--- src/rtl/ex_forward_ctrl_if.sv ---
// Decode-to-forwarding-control signal bundle: decode instruction fields in,
// load-use stall and registered EX operand-mux selects out.
interface ex_forward_ctrl_if #(
    parameter int unsigned REG_W = 5
) ();
    logic             id_valid;
    logic [REG_W-1:0] id_rs1;
    logic [REG_W-1:0] id_rs2;
    logic             id_rs1_used;
    logic             id_rs2_used;
    logic [REG_W-1:0] id_rd;
    logic             id_reg_write;
    logic             id_mem_read;
    logic             flush;
    logic             stall;
    logic [1:0]       ex_fwd_a;
    logic [1:0]       ex_fwd_b;

    modport master (
        output id_valid, id_rs1, id_rs2, id_rs1_used, id_rs2_used,
        output id_rd, id_reg_write, id_mem_read, flush,
        input  stall, ex_fwd_a, ex_fwd_b
    );

    modport slave (
        input  id_valid, id_rs1, id_rs2, id_rs1_used, id_rs2_used,
        input  id_rd, id_reg_write, id_mem_read, flush,
        output stall, ex_fwd_a, ex_fwd_b
    );
endinterface

--- src/rtl/ex_forward_ctrl.sv ---
// Tracks destinations of instructions in EX and MEM, produces registered operand-forwarding
// selects for the instruction entering EX and a combinational load-use stall.
module ex_forward_ctrl #(
    parameter int unsigned REG_W = 5
) (
    input logic              clk,
    input logic              rst_n,
    ex_forward_ctrl_if.slave bus
);
    logic             ex_valid_q;
    logic             ex_wr_q;
    logic             ex_mr_q;
    logic [REG_W-1:0] ex_rd_q;
    logic             mem_valid_q;
    logic             mem_wr_q;
    logic [REG_W-1:0] mem_rd_q;
    logic [1:0]       fwd_a_q;
    logic [1:0]       fwd_b_q;
    logic [1:0]       fwd_a_d;
    logic [1:0]       fwd_b_d;
    logic             ex_prod;
    logic             mem_prod;
    logic             stall;
    logic             accept;

    // Youngest producer wins: EX slot (01) before MEM slot (10).
    function automatic logic [1:0] fwd_sel(
        input logic [REG_W-1:0] src,
        input logic             used,
        input logic             ex_p,
        input logic [REG_W-1:0] ex_rd,
        input logic             mem_p,
        input logic [REG_W-1:0] mem_rd
    );
        logic [1:0] sel;
        sel = 2'b00;
        if (used && (src != '0)) begin
            if (ex_p && (ex_rd == src)) begin
                sel = 2'b01;
            end else if (mem_p && (mem_rd == src)) begin
                sel = 2'b10;
            end
        end
        return sel;
    endfunction

    always_comb begin
        ex_prod  = ex_valid_q && ex_wr_q && (ex_rd_q != '0);
        mem_prod = mem_valid_q && mem_wr_q && (mem_rd_q != '0);
        stall    = bus.id_valid && !bus.flush && ex_prod && ex_mr_q &&
                   ((bus.id_rs1_used && (bus.id_rs1 == ex_rd_q)) ||
                    (bus.id_rs2_used && (bus.id_rs2 == ex_rd_q)));
        accept   = bus.id_valid && !stall && !bus.flush;
        fwd_a_d  = 2'b00;
        fwd_b_d  = 2'b00;
        if (accept) begin
            fwd_a_d = fwd_sel(bus.id_rs1, bus.id_rs1_used, ex_prod, ex_rd_q, mem_prod, mem_rd_q);
            fwd_b_d = fwd_sel(bus.id_rs2, bus.id_rs2_used, ex_prod, ex_rd_q, mem_prod, mem_rd_q);
        end
    end

    always_ff @(posedge clk or negedge rst_n) begin
        if (!rst_n) begin
            ex_valid_q  <= 1'b0;
            ex_wr_q     <= 1'b0;
            ex_mr_q     <= 1'b0;
            ex_rd_q     <= '0;
            mem_valid_q <= 1'b0;
            mem_wr_q    <= 1'b0;
            mem_rd_q    <= '0;
            fwd_a_q     <= 2'b00;
            fwd_b_q     <= 2'b00;
        end else begin
            mem_valid_q <= ex_valid_q;
            mem_wr_q    <= ex_wr_q;
            mem_rd_q    <= ex_rd_q;
            // A rejected decode slot becomes a bubble; its other fields are don't-care.
            ex_valid_q  <= accept;
            ex_wr_q     <= bus.id_reg_write;
            ex_mr_q     <= bus.id_mem_read;
            ex_rd_q     <= bus.id_rd;
            fwd_a_q     <= fwd_a_d;
            fwd_b_q     <= fwd_b_d;
        end
    end

    assign bus.stall    = stall;
    assign bus.ex_fwd_a = fwd_a_q;
    assign bus.ex_fwd_b = fwd_b_q;
endmodule

--- src/flat_wrapper.sv ---
// flat-port wrapper written by rule: the top's interface ports become plain ports
module ex_forward_ctrl_flat 
#(
    parameter int unsigned REG_W = 5
)
  (clk, rst_n, bus_id_valid, bus_id_rs1, bus_id_rs2, bus_id_rs1_used, bus_id_rs2_used, bus_id_rd, bus_id_reg_write, bus_id_mem_read, bus_flush, bus_stall, bus_ex_fwd_a, bus_ex_fwd_b);
  ex_forward_ctrl_if #(.REG_W(REG_W)) bus_i ();
  input logic clk;
  input logic rst_n;
  input wire logic [$bits(bus_i.id_valid)-1:0] bus_id_valid;
  input wire logic [$bits(bus_i.id_rs1)-1:0] bus_id_rs1;
  input wire logic [$bits(bus_i.id_rs2)-1:0] bus_id_rs2;
  input wire logic [$bits(bus_i.id_rs1_used)-1:0] bus_id_rs1_used;
  input wire logic [$bits(bus_i.id_rs2_used)-1:0] bus_id_rs2_used;
  input wire logic [$bits(bus_i.id_rd)-1:0] bus_id_rd;
  input wire logic [$bits(bus_i.id_reg_write)-1:0] bus_id_reg_write;
  input wire logic [$bits(bus_i.id_mem_read)-1:0] bus_id_mem_read;
  input wire logic [$bits(bus_i.flush)-1:0] bus_flush;
  output wire logic [$bits(bus_i.stall)-1:0] bus_stall;
  output wire logic [$bits(bus_i.ex_fwd_a)-1:0] bus_ex_fwd_a;
  output wire logic [$bits(bus_i.ex_fwd_b)-1:0] bus_ex_fwd_b;
  assign bus_i.id_valid = bus_id_valid;
  assign bus_i.id_rs1 = bus_id_rs1;
  assign bus_i.id_rs2 = bus_id_rs2;
  assign bus_i.id_rs1_used = bus_id_rs1_used;
  assign bus_i.id_rs2_used = bus_id_rs2_used;
  assign bus_i.id_rd = bus_id_rd;
  assign bus_i.id_reg_write = bus_id_reg_write;
  assign bus_i.id_mem_read = bus_id_mem_read;
  assign bus_i.flush = bus_flush;
  assign bus_stall = bus_i.stall;
  assign bus_ex_fwd_a = bus_i.ex_fwd_a;
  assign bus_ex_fwd_b = bus_i.ex_fwd_b;
  ex_forward_ctrl #(.REG_W(REG_W)) u_core (.clk(clk), .rst_n(rst_n), .bus(bus_i));
endmodule
--- config.mk ---
export PLATFORM = sky130hd
export DESIGN_NAME = ex_forward_ctrl_flat
export DESIGN_NICKNAME = d
export VERILOG_FILES = /design/src/rtl/ex_forward_ctrl_if.sv /design/src/rtl/ex_forward_ctrl.sv /design/src/flat_wrapper.sv
export SDC_FILE = /design/constraint.sdc
export NUM_CORES = 1
export LEC_CHECK = 0
export CORE_UTILIZATION = 40
export CTS_BUF_LIST = sky130_fd_sc_hd__clkbuf_16
export DETAILED_ROUTE_END_ITERATION = 7
export PLACE_DENSITY = 0.72
export RECOVER_POWER = 100
export SLEW_MARGIN = 25
export SYNTH_ARGS = -nofsm -noshare
export SYNTH_HDL_FRONTEND = slang
export SYNTH_SLANG_ARGS = --single-unit
--- constraint.sdc ---
create_clock -name clk -period 1.7 [get_ports clk]
set_clock_uncertainty 0.2 [all_clocks]
set_input_delay 0.425 -clock clk [delete_from_list [all_inputs] [get_ports clk]]
set_output_delay 0.425 -clock clk [all_outputs]
set_load 0.03 [all_outputs]
[Word-level counts from Yosys, hierarchy flattened]
Cells that the tools add are included.
Word-level totals
  logic and storage cells: 48
  bits of input ports: 23
  register bits: 19
  output and inout bits: 5
Cells by class
  equality and inequality tests: 6
  reductions and logical operators: 25
  mux-type cells: 8
Operator list (number)
  equality test 5 bit: 6
  nonzero test 5 bit: 4
  logical AND 1 bit: 18
  two-way mux 2 bit: 8
  logical NOT 1 bit: 2
  logical OR 1 bit: 1

[Longest topological paths before layout]
Gate-level depths: netlist of the first run.
  depth in word-level cells: 9
  depth in mapped cells: 5
  gate-level depth less buffers: 5

[Worst setup path after synthesis of the first run]
Ideal clock, no wire load.
  path kind: register to output
  start: register u_core.ex_rd_q[2]
  end: output bus_stall
  arrival time: 1.301 ns
  path buffers: 0
  slack: -0.226 ns
  cell stages (with the launch flop): 4
  path through: dfrtp_1 or3_1 o311a_1 o2111a_4
Between the ends
  word-level cells in the longest chain between the ends: 5
  elaborated cells on any way between the ends: 10
  classes of those cells: 2 x eq/ne; 8 x reduce/logical
RTL lines
  start: declaration: line ex_forward_ctrl.sv:13  | logic [REG_W-1:0] ex_rd_q;
  start signal: assignment: line ex_forward_ctrl.sv:81  | ex_rd_q <= bus.id_rd;
  nonzero test 5 bit: line ex_forward_ctrl.sv:48  | ex_prod = ex_valid_q && ex_wr_q && (ex_rd_q != '0);
  logical AND 1 bit: line ex_forward_ctrl.sv:48
  logical AND 1 bit (2 in a row): line ex_forward_ctrl.sv:50  | stall = bus.id_valid && !bus.flush && ex_prod && ex_mr_q &&
  logical AND 1 bit *: line ex_forward_ctrl.sv:50
  end: declaration: line flat_wrapper.sv:19  | output wire logic [$bits(bus_i.stall)-1:0] bus_stall;
Mark *: on every way between the ends. The rest lies on a longest branch, timed or not.

[Worst setup path after layout of the first run]
Same ends and word-level chain as after synthesis.

==> run metrics, run 1 <==
cells taking the most area after synthesis dfrtp_1 55%, xnor2_1 14%, xor2_1 6.1%; Synth Register Bits 19; period utilization 134.0%; cell taking the most area after synthesis dfrtp_1; sequential element share of the synthesized area 55.15%; Post-synth EDFFs 0; setup ws final -0.5786 ns; Post-Synth Adder-Cell Area 0%; switching share of power 22.54%; die area 2345 um2; wire length of the first global-routing pass 3705 um; max-cap viol count 0; vias in the first global route between 800 and 900; Yosys warnings 0; Die X slightly below 50 um; antenna violations before repair 0; IO Pins 28; largest family of logic cells by synthesized area XOR/XNOR gates; count leader, synth dfrtp_1; layout overhead on the synthesized area 68.07%; Synth Area in Compound Gates 4.644%; CP Launch Type register; Min-Delay Path Class register to register; drt pass-1 iters 4; root buf cell clkbuf_16; Final Hold Violating Endpoints 0; Critical Path RT 1.07 ns; Reg area 475.5 um2; synthesized area per cell approximately 12 um2; xor and xnor area share after synthesis 20.32%; post-synthesis net count 93; clock latency on the worst-skew pair about 0.25 ns; worst hold margin 0.1918 ns; Sink Count 19; Fillers around 150; CP max stage delay 0.39 ns; nets 145; Core ar. 2002 um2; endpoints failing setup 6; Max Buffers Root-to-Sink 2; area of the multi-input gates 457.9 um2; drt wl/cell between 15 and 20 um; GPL Wtd Cong around 0.79; crit path max fanout 2; critical path cell sequence or3_1 > o311a_1 > o2111a_4 > buf_6; Ant. Diodes 0; met3 usage under 10%; Commonest cells post-synth 19 x dfrtp_1, 14 x xnor2_1, 6 x xor2_1; gr busiest metal met2; maximum VDD drop 645.4 uV; Worst EP arrival 1.65 ns; total gr overflow 0; CTS Buf Count 3; run status complete, but fails checks; Initial Utilization 43.06%; logic gate share of total power about 15%; Worst Setup End Kind output port; Highest Clock Rate approximately 440 MHz; largest net degree at the start of global routing 20; Seq pwr share 43.1%; Post-Synthesis Cells 70; Power, Total roughly 1.1 mW; synthesized area 862.1 um2; Internal Dissipation 881.6 uW; Remaining DRCs 0; hold_buf cts 0; Psw 256.6 uW; RSZ-0062 raised after global routing yes; CTS tree done; post-synth top area share 55.15%; vias per cell 5.068; relative slew slack between 60% and 70%; clk slew on worst S/H paths 0.05 ns; remaining antenna violation count after routing 0; Post-synth top flop dfrtp_1; GRT met1 Usage a little over a fifth; Post-synth ARST share 100.0%; Die Y 48.43 um; layout cells sized above 1 roughly 28%; Post-Synth Simple-Gate Area around a fifth; failing checks setup timing; Setup Crit Path Kind register to output port; M2 GR Usage 41.31%; min cycle time layout 2.279 ns; DRT Wirelength between 2000 and 2500 um; Clock Power Share 41.9%; actual slew at the worst max-slew pin roughly 0.46 ns; Synth cell types 20; Placement Rows 16; Via Count 750; Iteration-0 DRC Markers 7; All-Layer GR Usage a little over a fifth; mux contribution to synthesized area 0%; P per Cell Area around 790 nW/um2; slowest cell on the critical path or3_1; Leak 0.6479 nW; Slew Viols, Final 0; port bufs 27; HPWL after DPL ~1600 um; CTS HTree Levels 1
==> area by class of cell <==
type                       count  area share, %
timing repair buffer          47          27.72
clock inverter                 1         0.3454
multi-input combinational     51          31.61
clock buffer                   3          5.181
sequential                    19          32.82
tap                           27          2.332
==> state kept, by name (all words and copies together) (netlist names) <==
register and count:
u_core.mem_rd_q 5, u_core.ex_mr_q 1, u_core.mem_valid_q 1, u_core.bus.ex_fwd_a 2, u_core.bus.ex_fwd_b 2, u_core.ex_wr_q 1, u_core.ex_rd_q 5, u_core.ex_valid_q 1
u_core.mem_wr_q 1
==> layout by cell type (no fill, tap or decap), types with 3 or more instances in the layout <==
| cell | n |
|---|---|
| dfrtp_1 | 19 |
| buf_4 | 17 |
| dlygate4sd2_1 | 14 |
| xnor2_1 | 12 |
| dlygate4sd3_1 | 8 |
| xor2_1 | 6 |
| clkdlybuf4s50_1 | 4 |
| nand3_1 | 3 |
| nor2_1 | 3 |
| nand4_1 | 3 |
| nand2_1 | 3 |
| clkbuf_16 | 3 |
==> cell families after synthesis <==
family	after synthesis
and+or+nand+nor	27
xor gates and xnor gates	20
DFF	19
AOI/OAI and AO/OA	4
==> timing repair <==
action | 4_1_cts | 5_1_grt
cloned | 0 | 0
setup buffers | 4 | 1
setup endpoints to repair | 10 | 6
gates resized for setup | 24 | 4
pin swaps | 8 | 2
==> path summary, 6_finish.rpt <==
path / from / end / slack, ns / depth (start not counted)
min in group asynchronous: rst_n / u_core.bus.ex_fwd_b[0]$_DFF_PN0_ / 0.45 / 2
worst max register to register: u_core.ex_rd_q[2]$_DFF_PN0_ / u_core.bus.ex_fwd_b[1]$_DFF_PN0_ / -0.40 / 7
worst min register to register: u_core.ex_valid_q$_DFF_PN0_ / u_core.mem_valid_q$_DFF_PN0_ / 0.19 / 0
max in group asynchronous: rst_n / u_core.ex_rd_q[0]$_DFF_PN0_ / 0.53 / 2
worst max-delay path: u_core.ex_rd_q[2]$_DFF_PN0_ / bus_stall / -0.58 / 4
worst min-delay path: u_core.ex_valid_q$_DFF_PN0_ / u_core.mem_valid_q$_DFF_PN0_ / 0.19 / 0
==> layer usage <==
| layer | vias up | share of wire (%) |
|---|---|---|
| met2 | 30 | 54 |
| met4 | 0 | 3.4 |
| li1 | 348 | - |
| met3 | 10 | 4.5 |
| met5 | - | 0 |
| met1 | 362 | 38 |
==> metrics by stage <==
stage	std cells	TNS [ns]	area [um2]	setup slack (ns)	util, %
after floorplan	70	-0.3896	867.1	-0.1965	-
after global placement	140	-3.345	1289	-0.6801	64.38
after detailed placement	140	-3.400	1289	-0.6846	64.38
after CTS	148	-1.991	1434	-0.5765	71.63
after global routing	148	-2.274	1449	-0.6197	72.38
final	148	-1.958	1449	-0.5786	72.38
==> worst max-delay path, delay by kind of cell, from the launching register on <==
family	cells	cell delay, ns
and+or+nand+nor	1	0.39
DFF	1	0.38
buffers and inverters	1	0.14
AOI/OAI and AO/OA	2	0.49
==> power by group through the flow <==
stage	Clock, mW	Sequential [mW]	Combinational (mW)
5_1_grt	0.509	0.492	0.183
6_report	0.477	0.490	0.171
3_5_place_dp	0	0.497	0.165
3_3_place_gp	0	0.496	0.161
4_1_cts	0.487	0.489	0.169
2_1_floorplan	0	0.493	0.0574
No activity file was read; power rests on OpenSTA's default activity.
==> inputs of run 2 (changes only) <==
--- a/config.mk
+++ b/config.mk
@@ -5,11 +5,12 @@
 export SDC_FILE = /design/constraint.sdc
 export NUM_CORES = 1
 export LEC_CHECK = 0
-export CORE_UTILIZATION = 40
+export CORE_UTILIZATION = 30
 export CTS_BUF_LIST = sky130_fd_sc_hd__clkbuf_16
 export DETAILED_ROUTE_END_ITERATION = 7
-export PLACE_DENSITY = 0.72
+export PLACE_DENSITY = 0.56
 export RECOVER_POWER = 100
+export REMOVE_ABC_BUFFERS = 1
 export SLEW_MARGIN = 25
 export SYNTH_ARGS = -nofsm -noshare
 export SYNTH_HDL_FRONTEND = slang
==> run metrics, run 2 (synthesis results as in run 1) <==
period utilization 133.8% (-0.21 points); GPL Wtd Cong 0.7861 (-1.1%); run status complete, but fails checks; CTS HTree Levels 1 (unchanged); Initial Utilization 31.53% (-12 points); Worst EP arrival 1.65 ns (about the same); nets 143 (-1.4%); CTS Buf Count 3 (unchanged); IO Pins 28 (unchanged); Ant. Diodes 0 (unchanged); drt pass-1 iters 3 (-1); Layout Cells excl Fill 150 (+1.4%); clk slew on worst S/H paths 0.05 ns (about the same); CP Launch Type register; post-CTS setup buffer count 0 (-4); largest net degree at the start of global routing 20 (unchanged); layout cells sized above 1 31.93% (+3.8 points); antenna violations before repair 0 (unchanged); Sink Count 19 (unchanged); Via Count 718 (-4.3%); RSZ-0062 raised after global routing yes; leading cell type in the layout, fill and taps excluded dfrtp_1; WP buf/inv 1 (unchanged); CTS tree done; vias in the first global route 782 (-3.9%); Min-Delay Path Class register to register; CP top delay family compound AO/OA/AOI/OAI gates; Critical Path RT 1.07 ns (about the same); maximum VDD drop 634.5 uV (-1.7%); setup ws final -0.5750 ns (+0.003576 ns); max-cap viol count 0 (unchanged); Leak 0.6507 nW (+0.42%); root buf cell clkbuf_16; Highest Clock Rate 439.6 MHz (+0.16%); layout overhead on the synthesized area 68.07% (unchanged); largest registers u_core.ex_rd_q: 5 flops, u_core.mem_rd_q: 5 flops; remaining antenna violation count after routing 0 (unchanged); actual slew at the worst max-slew pin 0.4544 ns (-0.007086 ns); failing checks setup timing; Iteration-0 DRC Markers 8 (+1); Setup Crit Path Kind register to output port; Remaining DRCs 0 (unchanged); Power, Total 1.129 mW (-0.78%); slowest cell on the critical path or3_4; wire length of the first global-routing pass 3422 um (-7.6%); drt wl/cell 13.39 um (-13%); DRT Wirelength 2009 um (-12%); crit path max fanout 2 (unchanged); R2R depth 5 (-2); endpoints failing setup 6 (unchanged); commonest cells after routing, fill and taps aside 19 x dfrtp_1, 17 x buf_4, 14 x dlygate4sd2_1; CP max stage delay 0.40 ns (about the same); port bufs 27 (unchanged); Finished Core Util 53.00% (-19 points); critical path cell sequence or3_4 > o311a_4 > o2111a_4 > buf_6; Core ar. 2734 um2 (+37%); vias per cell 4.787 (-5.5%); clock latency on the worst-skew pair 0.25 ns (about the same); total gr overflow 0 (unchanged); number of stages on the worst setup path 4 (unchanged); Die X 55.61 um (+15%); Final Hold Violating Endpoints 0 (unchanged); P per Cell Area 779.4 nW/um2 (-0.78%); All-Layer GR Usage 14.08% (-7.8 points); Slew Viols, Final 0 (unchanged); min cycle time layout 2.275 ns (-0.003576 ns); Placement Rows 19 (+3); Max Buffers Root-to-Sink 2 (unchanged); Die Y 55.61 um (+15%); Hold Crit Depth 0 (unchanged); hold_buf cts 0 (unchanged); relative slew slack 69.71% (+0.47 points); placed cell count 146 (+4.3%); die area 3092 um2 (+32%); Worst Setup End Kind output port
-- run 2: cell count changes in the layout (fill, tap and decap cells not counted), sizes merged --
cell	previous run	this run
buf	19	18
clkbuf	5	4
-- run 2: through the flow --
step                hold slack [ns]  TNS [ns]  cell area [um2]  setup slack [ns]
floorplan                  -0.07059   -0.7152            862.1           -0.2262
global placement             0.1688    -3.470             1304           -0.6692
detailed placement           0.1693    -3.466             1304           -0.7043
CTS                          0.1807    -1.603             1385           -0.5837
global route                 0.2169    -1.891             1449           -0.6132
finish                       0.2136    -1.593             1449           -0.5750
-- run 2: what timing repair did --
item | CTS | global route
pin swaps | 8 | 5
endpoints found under the setup margin | 10 | 6
gates resized for setup | 19 | 10
gates cloned | 0 | 0
-- run 2: area by class of cell --
cell class              count  area (um2)
clock buffers               3       75.07
clock inverters             1       5.005
fillers                   251        1285
multi-input cells          51       467.9
flip-flops and latches     19       475.5
well taps                  31       38.79
repair buffers             45       386.6
-- run 2: where the power goes --
group,internal (mW),total [mW],switching [mW]
Combinational,0.0994,0.169,0.0696
Sequential,0.471,0.489,0.0180
Clock,0.315,0.471,0.156
-- run 2: per-layer routing --
layer  share of wire [%]  up-vias  track usage (%)
met3                 4.0        0            3.256
met5                   0        -                0
li1                    -      352                -
met2                  58       18            27.02
met1                  38      348            15.55
met4                   0        0            3.214
-- run 2: path summary, 6_finish.rpt --
path | slack [ns] | from | to
setup / recovery | -0.57 | u_core.ex_rd_q[2]$_DFF_PN0_ | bus_stall
hold / removal | 0.21 | u_core.ex_wr_q$_DFF_PN0_ | u_core.mem_wr_q$_DFF_PN0_
setup reg to reg | -0.28 | u_core.ex_rd_q[2]$_DFF_PN0_ | u_core.bus.ex_fwd_a[1]$_DFF_PN0_
hold reg to reg | 0.21 | u_core.ex_wr_q$_DFF_PN0_ | u_core.mem_wr_q$_DFF_PN0_
max in group asynchronous | 0.53 | rst_n | u_core.ex_rd_q[1]$_DFF_PN0_
min in group asynchronous | 0.45 | rst_n | u_core.bus.ex_fwd_a[1]$_DFF_PN0_
